### src/rtl/demux_1to4_deser.sv
// Serial-to-parallel 1:4 deserializer with a one-word output holding register,
// valid/ready handoff, frame alignment and a sticky overrun flag.
module demux_1to4_deser (
    input  logic clk,
    input  logic reset,
    input  logic in_bit,
    input  logic in_valid,
    input  logic frame_sync,
    input  logic out_ready,
    output logic O_0,
    output logic O_1,
    output logic O_2,
    output logic O_3,
    output logic out_valid,
    output logic S1,
    output logic S0,
    output logic overrun
);

    logic [1:0] cnt_q, cnt_d;
    logic [3:0] shadow_q, shadow_d;
    logic [3:0] word_q, word_d;
    logic       out_valid_q, out_valid_d;
    logic       overrun_q, overrun_d;
    logic [1:0] lane;
    logic       word_done;

    always_comb begin
        cnt_d       = cnt_q;
        shadow_d    = shadow_q;
        word_d      = word_q;
        out_valid_d = out_valid_q;
        overrun_d   = overrun_q;
        word_done   = 1'b0;
        // frame_sync realigns before the incoming bit is placed
        lane        = frame_sync ? 2'd0 : cnt_q;

        if (in_valid) begin
            shadow_d[lane] = in_bit;
            cnt_d          = lane + 2'd1;
            word_done      = (lane == 2'd3);
        end else if (frame_sync) begin
            cnt_d = 2'd0;
        end

        if (word_done) begin
            if (!out_valid_q || out_ready) begin
                word_d      = {in_bit, shadow_q[2:0]};
                out_valid_d = 1'b1;
            end else begin
                overrun_d = 1'b1;
            end
        end else if (out_valid_q && out_ready) begin
            out_valid_d = 1'b0;
        end
    end

    always_ff @(posedge clk) begin
        if (reset) begin
            cnt_q       <= 2'd0;
            shadow_q    <= 4'd0;
            word_q      <= 4'd0;
            out_valid_q <= 1'b0;
            overrun_q   <= 1'b0;
        end else begin
            cnt_q       <= cnt_d;
            shadow_q    <= shadow_d;
            word_q      <= word_d;
            out_valid_q <= out_valid_d;
            overrun_q   <= overrun_d;
        end
    end

    assign O_0       = word_q[0];
    assign O_1       = word_q[1];
    assign O_2       = word_q[2];
    assign O_3       = word_q[3];
    assign out_valid = out_valid_q;
    assign {S1, S0}  = cnt_q;
    assign overrun   = overrun_q;

endmodule

### config.mk
export PLATFORM = sky130hd
export DESIGN_NAME = demux_1to4_deser
export DESIGN_NICKNAME = d
export VERILOG_FILES = /design/src/rtl/demux_1to4_deser.sv
export SDC_FILE = /design/constraint.sdc
export NUM_CORES = 1
export LEC_CHECK = 0
export BUFFER_PORTS_ARGS = -buffer_cell sky130_fd_sc_hd__clkbuf_2
export CORE_AREA = 2 2 39 41
export CTS_CLUSTER_DIAMETER = 150
export DETAILED_ROUTE_END_ITERATION = 8
export DIE_AREA = 0 0 41 43
export HOLD_SLACK_MARGIN = 0.08
export PLACE_DENSITY = 0.62
export SKIP_CTS_REPAIR_TIMING = 1
export SLEW_MARGIN = 0
export SYNTH_ARGS = -nofsm -noshare
export SYNTH_HDL_FRONTEND = slang
export SYNTH_SLANG_ARGS = --single-unit
### constraint.sdc
create_clock -name clk -period 1.01 [get_ports clk]
set_input_delay 0.202 -clock clk [delete_from_list [all_inputs] [get_ports clk]]
set_output_delay 0.202 -clock clk [all_outputs]
set_load 0.01 [all_outputs]
* Word level (Yosys, flattened, before mapping)
Cells that the tools add are included.
** Word-level totals
- RAM bits :: 0
- Bits in registers :: 12
- Output and inout port bits :: 8
- Word-level logic and storage cells :: 28
- Input port bits :: 6
- Memories kept :: 0
- Bits in latches :: 0
- Bits in read-only memories :: 0
** Operators by class
- Div/mod/pow operators :: 0
- Shifts and indexed selects :: 0
- Add/sub/neg operators :: 1
- Multiply operators :: 0
- Bitwise logic cells :: 1
- Mux-type cells :: 9
- Magnitude comparators :: 2
- Eq/ne operators :: 2
- Reductions and logical operators :: 8
** Operators by type and width (number)
- 2-bit AND reduction :: 3
- 1-bit 2-to-1 mux :: 5
- 4-bit bitwise mux :: 1
- 2-bit 2-to-1 mux :: 2
- 2-bit by 3-bit < comparator with 1-bit output, second input constant :: 1
- 2-bit by 1-bit adder with 2-bit output, second input constant :: 1
- 1-bit demux with 2-bit select :: 1
- 2-bit equality test, second input constant :: 1
- 2-bit by 1-bit >= comparator with 1-bit output, second input constant :: 1
- 1-bit logical AND :: 2
- 2-bit by 1-bit != test with 1-bit output, second input constant :: 1
- 2-bit nonzero test :: 1
- 1-bit zero test :: 1
- 1-bit logical OR :: 1
- 1-bit NOT :: 1

* Depth between registers and ports, before layout
Gate-level depths: netlist of the first run.
- Depth after elaboration :: 6
- Gate-level depth with buffers :: 3
- Depth with buffers taken out :: 3

* Least setup slack after synthesis of the first run
No wires, ideal clock.
- Path kind :: reg2reg
- Start :: register cnt_q[1]
- End :: register shadow_q[2]
- Data required time :: 882 ps
- Setup time :: 128 ps
- Arrival time :: 878 ps
- Buffers on the path :: 0
- Setup slack :: 4 ps
- Cell stages (with the launch flop) :: 4
- Path through :: dfxtp_1 and4bb_1 mux2i_1 nor2_1
** Between the ends
- Longest elaborated chain between the ends :: 6
- Elaborated cells on any way between the ends :: 7
- Classes of those cells :: order compare (2); mux (4); reduce/logical (1)
** RTL lines
- start: declaration :: line 20 : logic [1:0] cnt_q, cnt_d;
- start signal: assignment :: line 66 : cnt_q <= cnt_d;
- 2-bit 2-to-1 mux *
- 2-bit by 3-bit < comparator with 1-bit output (not written as such) or 2-bit by 1-bit >= comparator with 1-bit output (tied branches) :: line 39 : shadow_d[lane] = in_bit;
- 1-bit logical AND (not written as such) :: line 39
- 1-bit 2-to-1 mux (not written as such) :: line 39
- 1-bit demux with 2-bit select * :: line 39
- 4-bit bitwise mux * :: line 39
- end signal: assignment :: line 67 : shadow_q <= shadow_d;
- end: declaration :: line 21 : logic [3:0] shadow_q, shadow_d;
Mark *: on every way between the ends. The rest lies on a longest branch, timed or not.
A chain may end at the register's enable or synchronous reset.

* Worst setup path in the final report of the first run
- Start :: register cnt_q[1]
- End :: output S1
** RTL lines
- end: declaration :: line 15 : output logic S1,
No word-level cell between the ends.

==> flow_summary.yaml, run 1 <==
cells_and_area:
  n_antenna_cell: 0
  fillers: 159
  regArea_um2: 227.7
  drive_above_1_share_pct: 34.78
  fin_nets: 76
  final_util_pct: 44.39
  design_area_um2: 614.3
  areaGrowthSynthToFinish_pct: 34.89
  multi_input_area_um2: 235.2
  fin_cells: 85
placed_design:
  dp.cells: 80
  place_area_um2: 559.3
  gp_congestion: 0.7853
  post-place-ws_ns: 0.008163
  port_buffers: 13
  dp_hpwl_um: 704
pwr:
  p_per_area_nw_per_um2: 1299
  switching_power_mw: 0.1754
  p_sw_share_pct: 21.98
  ir_drop_v: 0.0005271
  pwr-share-seq_pct: 55.9
  total_power_mw: 0.7979
  leakage_nw: 0.2559
  combPwrFrac_pct: 7.8
  p_int_mw: 0.6226
  clkPwrFrac_pct: 36.4
synth:
  syn_avg_cell_area_um2: 9.295
  syn-num-nets: 55
  synth.top_cells.by_area: "dfxtp_1 48%, a21oi_1 7.7%, nand2b_1 6.9%"
  postSynthCellCount: 49
  ys_ff_latch: 11
  synth_top_area_share_pct: 48.35
  seq_area_frac_synth_pct: 48.35
  netlist_area_um2: 455.4
  synth_top_cell_by_area: "dfxtp_1"
  yosysWarnings: 0
  synth_cell_type_count: 16
timing:
  post-route-min-period_ns: 1.041
  rsz0062_at_grt: "true"
  worst_hold_slack_ns: 0.2306
  final-hold-violation-count: 0
  setup_viol: 1
  tightest_slew_ns: 0.2300
  max_clock_freq_mhz: 960.6
  tns_ns: -0.03097
  timing.slew.headroom_pct: 84.67
  fin_ws_ns: -0.03097
  maxSlewViolCount: 0
  post-route-period-util_pct: 103.1
  worst_clock_skew_ns: 0.005871
detailed_routing:
  drt-total-wl_um: 968
  vias: 431
  viasPerCell: 5.071
  first_pass_iters: 4
  wl_per_cell_um: 11.39
  drc: 0
  drt_iter0_drc: 5
  drtAntennaViolNets: 0
die:
  initial_core_util_pct: 32.91
  die_h_um: 43
  die_width_um: 41
  die-area_um2: 1763
  io_pins: 14
  rows: 14
  core_um2: 1384
clocking:
  clk_pin_slew_ns: 0.07
  cts_max_level: 1
  cts.sinks: 11
  cts_tree: "yes"
  cts_buffers: 3
  clock_path_buffers: 2
  clock_latency_ns: 0.26
  root_buffer: "clkbuf_4"
setup_path:
  r2r_end: "shadow_q[1]"
  critical_path.max_fanout: 5
  crit_start: "cnt_q[1]"
  reg2reg_from: "cnt_q[1]"
  reg2reg_slack_ns: 0.04
  crit_top_cell: "buf_6"
  worstPathArrival_ns: 0.84
  slowest_stage: "dfxtp_4"
  criticalPathCategory: "reg -> out"
  cp-end-kind: "output pin"
  crit_required_ns: 0.81
  crit_path_start_kind: "flip-flop"
  path_cells: "buf_6, buf_6"
  endpoint: "S1"
  rr_worst_depth: 3
  crit_path_max_incr_delay_ns: 0.36
global_route:
  antenna_found_initial: 0
  grt_max_degree: 13
  grt_remaining_overflow: 0
  grt_pass1_wl_mm: 1.469
  grt_pass1_vias: 380
  track_usage_pct: 12.22
status:
  violations: "negative setup slack"
  outcome: "complete, but fails checks"
flow_run:
  drv_cap: 0
worst_hold_path:
  holdPathStages: 3
  min_path_type: "in -> reg"
[worst min path at each step]
stage,start,to,slack (ns)
2_1_floorplan,frame_sync,cnt_q[1],0.28
3_3_place_gp,overrun,overrun,0.45
3_5_place_dp,overrun,overrun,0.45
4_1_cts,in_bit,word_q[3],0.22
5_1_grt,frame_sync,cnt_q[1],0.25
6_report,in_valid,cnt_q[0],0.23
[cell usage in the layout, fill, tap and decap left out, drive strengths merged, types with 2 or more instances in the layout]
cell type,instances
clkbuf,16
mux2i,3
nand2b,5
dfxtp,11
nor2,3
buf,5
and4bb,2
nand2,2
nand3,5
o21ai,4
a21oi,7
[flip-flops by register name, indices dropped and copies added, names as in the netlist]
register   cells
shadow_q       3
overrun        1
cnt_q          2
out_valid      1
word_q         4
[layer usage]
layer | share of wire (%) | global-route usage, % | up-vias | wire length, um
met2 | 51 | 19.38 | 10 | 495
met5 | 0 | 0 | - | 0
met3 | 3.7 | 3.141 | 2 | 36
li1 | - | - | 220 | -
met4 | 1.4 | 8.000 | 0 | 14
met1 | 43 | 13.44 | 199 | 421
[worst max-delay path: cells and delay by family (launching register included)]
family	cells	cell delay (ns)
DFF	1	0.36
buffers and inverters	2	0.23
[power by group through the flow]
stage	logic (mW)	registers (mW)	clock network, mW
4_1_cts	0.0585	0.448	0.304
6_report	0.0619	0.446	0.290
2_1_floorplan	0.0276	0.459	0
3_5_place_dp	0.0579	0.459	0
5_1_grt	0.0684	0.447	0.323
3_3_place_gp	0.0583	0.458	0
[synthesized netlist by cell type]
cell type and n:
a21oi_1 7, and4b_2 1, and4bb_1 2, clkbuf_1 1, dfxtp_1 11, mux2i_1 3
nand2_1 2, nand2b_1 5, nand3_1 5, nand4b_1 1, nor2_1 3, nor2b_1 1
nor3_1 1, o21ai_1 4, or2_1 1, xor2_1 1
[kinds of logic after synthesis]
family | share of synthesized area (%)
and+or+nand+nor | 30.22
AOI/OAI and AO/OA | 12.09
DFF | 48.35
muxes | 6.594
xor gates and xnor gates | 1.923
buffers and inverters | 0.8234
[final cells by class]
class,instances,share of cell area [%]
clock buffer,4,4.277
multi-input combinational,37,38.29
tap,16,3.259
sequential,11,37.07
timing repair buffer,17,17.11
Power figures use the tool's default switching activity.
==> run 2, diff against run 1 <==
==> constraint.sdc (replaced) <==
create_clock -name clk -period 1.01 [get_ports clk]
set_input_delay 0.0505 -clock clk [delete_from_list [all_inputs] [get_ports clk]]
set_output_delay 0.0505 -clock clk [all_outputs]
set_load 0.01 [all_outputs]
==> run 2 against run 1 <==
- the run now ends clean
- setup slack improved by 0.071 ns
- cell count fell by 1.2%
- wire length fell by 2.2%
- die area did not move
- worst hold slack got worse by 0.22 ns
- utilization fell by 1.7 points
- critical path type is now reg -> reg
- largest power group unchanged
==> flow_summary.yaml, run 2 (synthesized netlist as in run 1, its figures left out) <==
setup_path:
  rr_worst_depth: 3
  r2r_end: "shadow_q[2]"
  path_depth: 3
  crit_start: "cnt_q[0]"
  path_buf_inv: 0
  crit_required_ns: 1.16
  crit_path_max_incr_delay_ns: 0.36
  critical_path.max_fanout: 6
  cp-end-kind: "flip-flop"
  endpoint: "shadow_q[2]"
  crit_path_start_kind: "flip-flop"
  cp_top_family: "flip-flops"
  worstPathArrival_ns: 1.12
  criticalPathCategory: "reg -> reg"
  reg2reg_slack_ns: 0.04
  reg2reg_from: "cnt_q[0]"
  slowest_stage: "dfxtp_4"
  path_cells: "and4bb_1, mux2i_1, nor2_1"
flow_run:
  drv_cap: 0
timing:
  tns_ns: 0
  final-hold-violation-count: 0
  maxSlewViolCount: 0
  worst_hold_slack_ns: 0.01439
  fin_ws_ns: 0.04036
  worst_clock_skew_ns: 0.0009613
  post-route-period-util_pct: 96.00
  max_clock_freq_mhz: 1031
  rsz0062_at_grt: "true"
  tightest_slew_ns: 0.2269
  post-route-min-period_ns: 0.9696
  setup_viol: 0
  timing.slew.headroom_pct: 84.87
worst_hold_path:
  hp-start: "frame_sync"
  min_path_type: "in -> reg"
status:
  outcome: "finished clean"
clocking:
  clk_pin_slew_ns: 0.07
  cts.sinks: 11
  clock_latency_ns: 0.26
  cts_max_level: 1
  cts_tree: "yes"
  root_buffer: "clkbuf_4"
  clock_path_buffers: 2
  cts_buffers: 3
die:
  die-area_um2: 1763
  rows: 14
  io_pins: 14
  die_h_um: 43
  die_width_um: 41
  core_um2: 1384
  initial_core_util_pct: 32.91
global_route:
  grt_max_degree: 13
  grt_remaining_overflow: 0
  grt_pass1_vias: 393
  grt_pass1_wl_mm: 1.614
  track_usage_pct: 14.01
  antenna_found_initial: 0
placed_design:
  port_buffers: 13
  dp.cells: 79
  place_area_um2: 551.8
  post-place-ws_ns: -0.02438
  dp_hpwl_um: 705.9
  gp_congestion: 0.7707
cells_and_area:
  mostFrequentLayoutCells: "13 x clkbuf_2, 9 x dfxtp_1, 7 x a21oi_1"
  design_area_um2: 590.6
  n_antenna_cell: 0
  regMostFlops: "word_q"
  fin_cells: 84
  fin_nets: 75
  final_util_pct: 42.68
  areaGrowthSynthToFinish_pct: 29.67
  drive_above_1_share_pct: 32.35
  mostFrequentLayoutCell: "clkbuf_2"
  reg_top3: "word_q x4, shadow_q x3, cnt_q x2"
  largest_register_ffs: 4
  fillers: 148
pwr:
  p_per_area_nw_per_um2: 1363
  leakage_nw: 0.2470
  ir_drop_v: 0.0005169
  total_power_mw: 0.8049
detailed_routing:
  drt_iter0_drc: 4
  vias: 421
  viasPerCell: 5.012
  drc: 0
  drt-total-wl_um: 947
  wl_per_cell_um: 11.27
  first_pass_iters: 2
  drtAntennaViolNets: 0
[run 2: cell type report]
type                    instances  area (um^2)  share of cell area, %
clock buffers                   4        26.28                  4.449
multi-input cells              37        231.5                  39.19
flip-flops and latches         11        225.2                  38.14
well taps                      16        20.02                  3.390
repair buffers                 16        87.58                  14.83
[run 2: power by group]
group	internal, mW	switching [mW]
registers	0.441	0.00657
logic	0.0292	0.0308
clock network	0.153	0.145
total	0.622	0.183
[run 2: how the worst min path moves through the flow]
stage	end	cells past startpoint	slack [ns]
after floorplan	cnt_q[1]	1	0.13
after global placement	cnt_q[1]	2	0.30
after detailed placement	cnt_q[1]	2	0.30
after CTS	cnt_q[1]	2	0.02
after global routing	cnt_q[1]	2	0.03
final	cnt_q[1]	2	0.01
[run 2: per-layer routing]
layer / GRT usage, % / up-vias / wire length [um]
met5: 0 / - / 0
met4: 13.33 / 0 / 14
met3: 3.141 / 2 / 21
met2: 18.75 / 6 / 470
li1: - / 217 / -
met1: 17.26 / 196 / 440
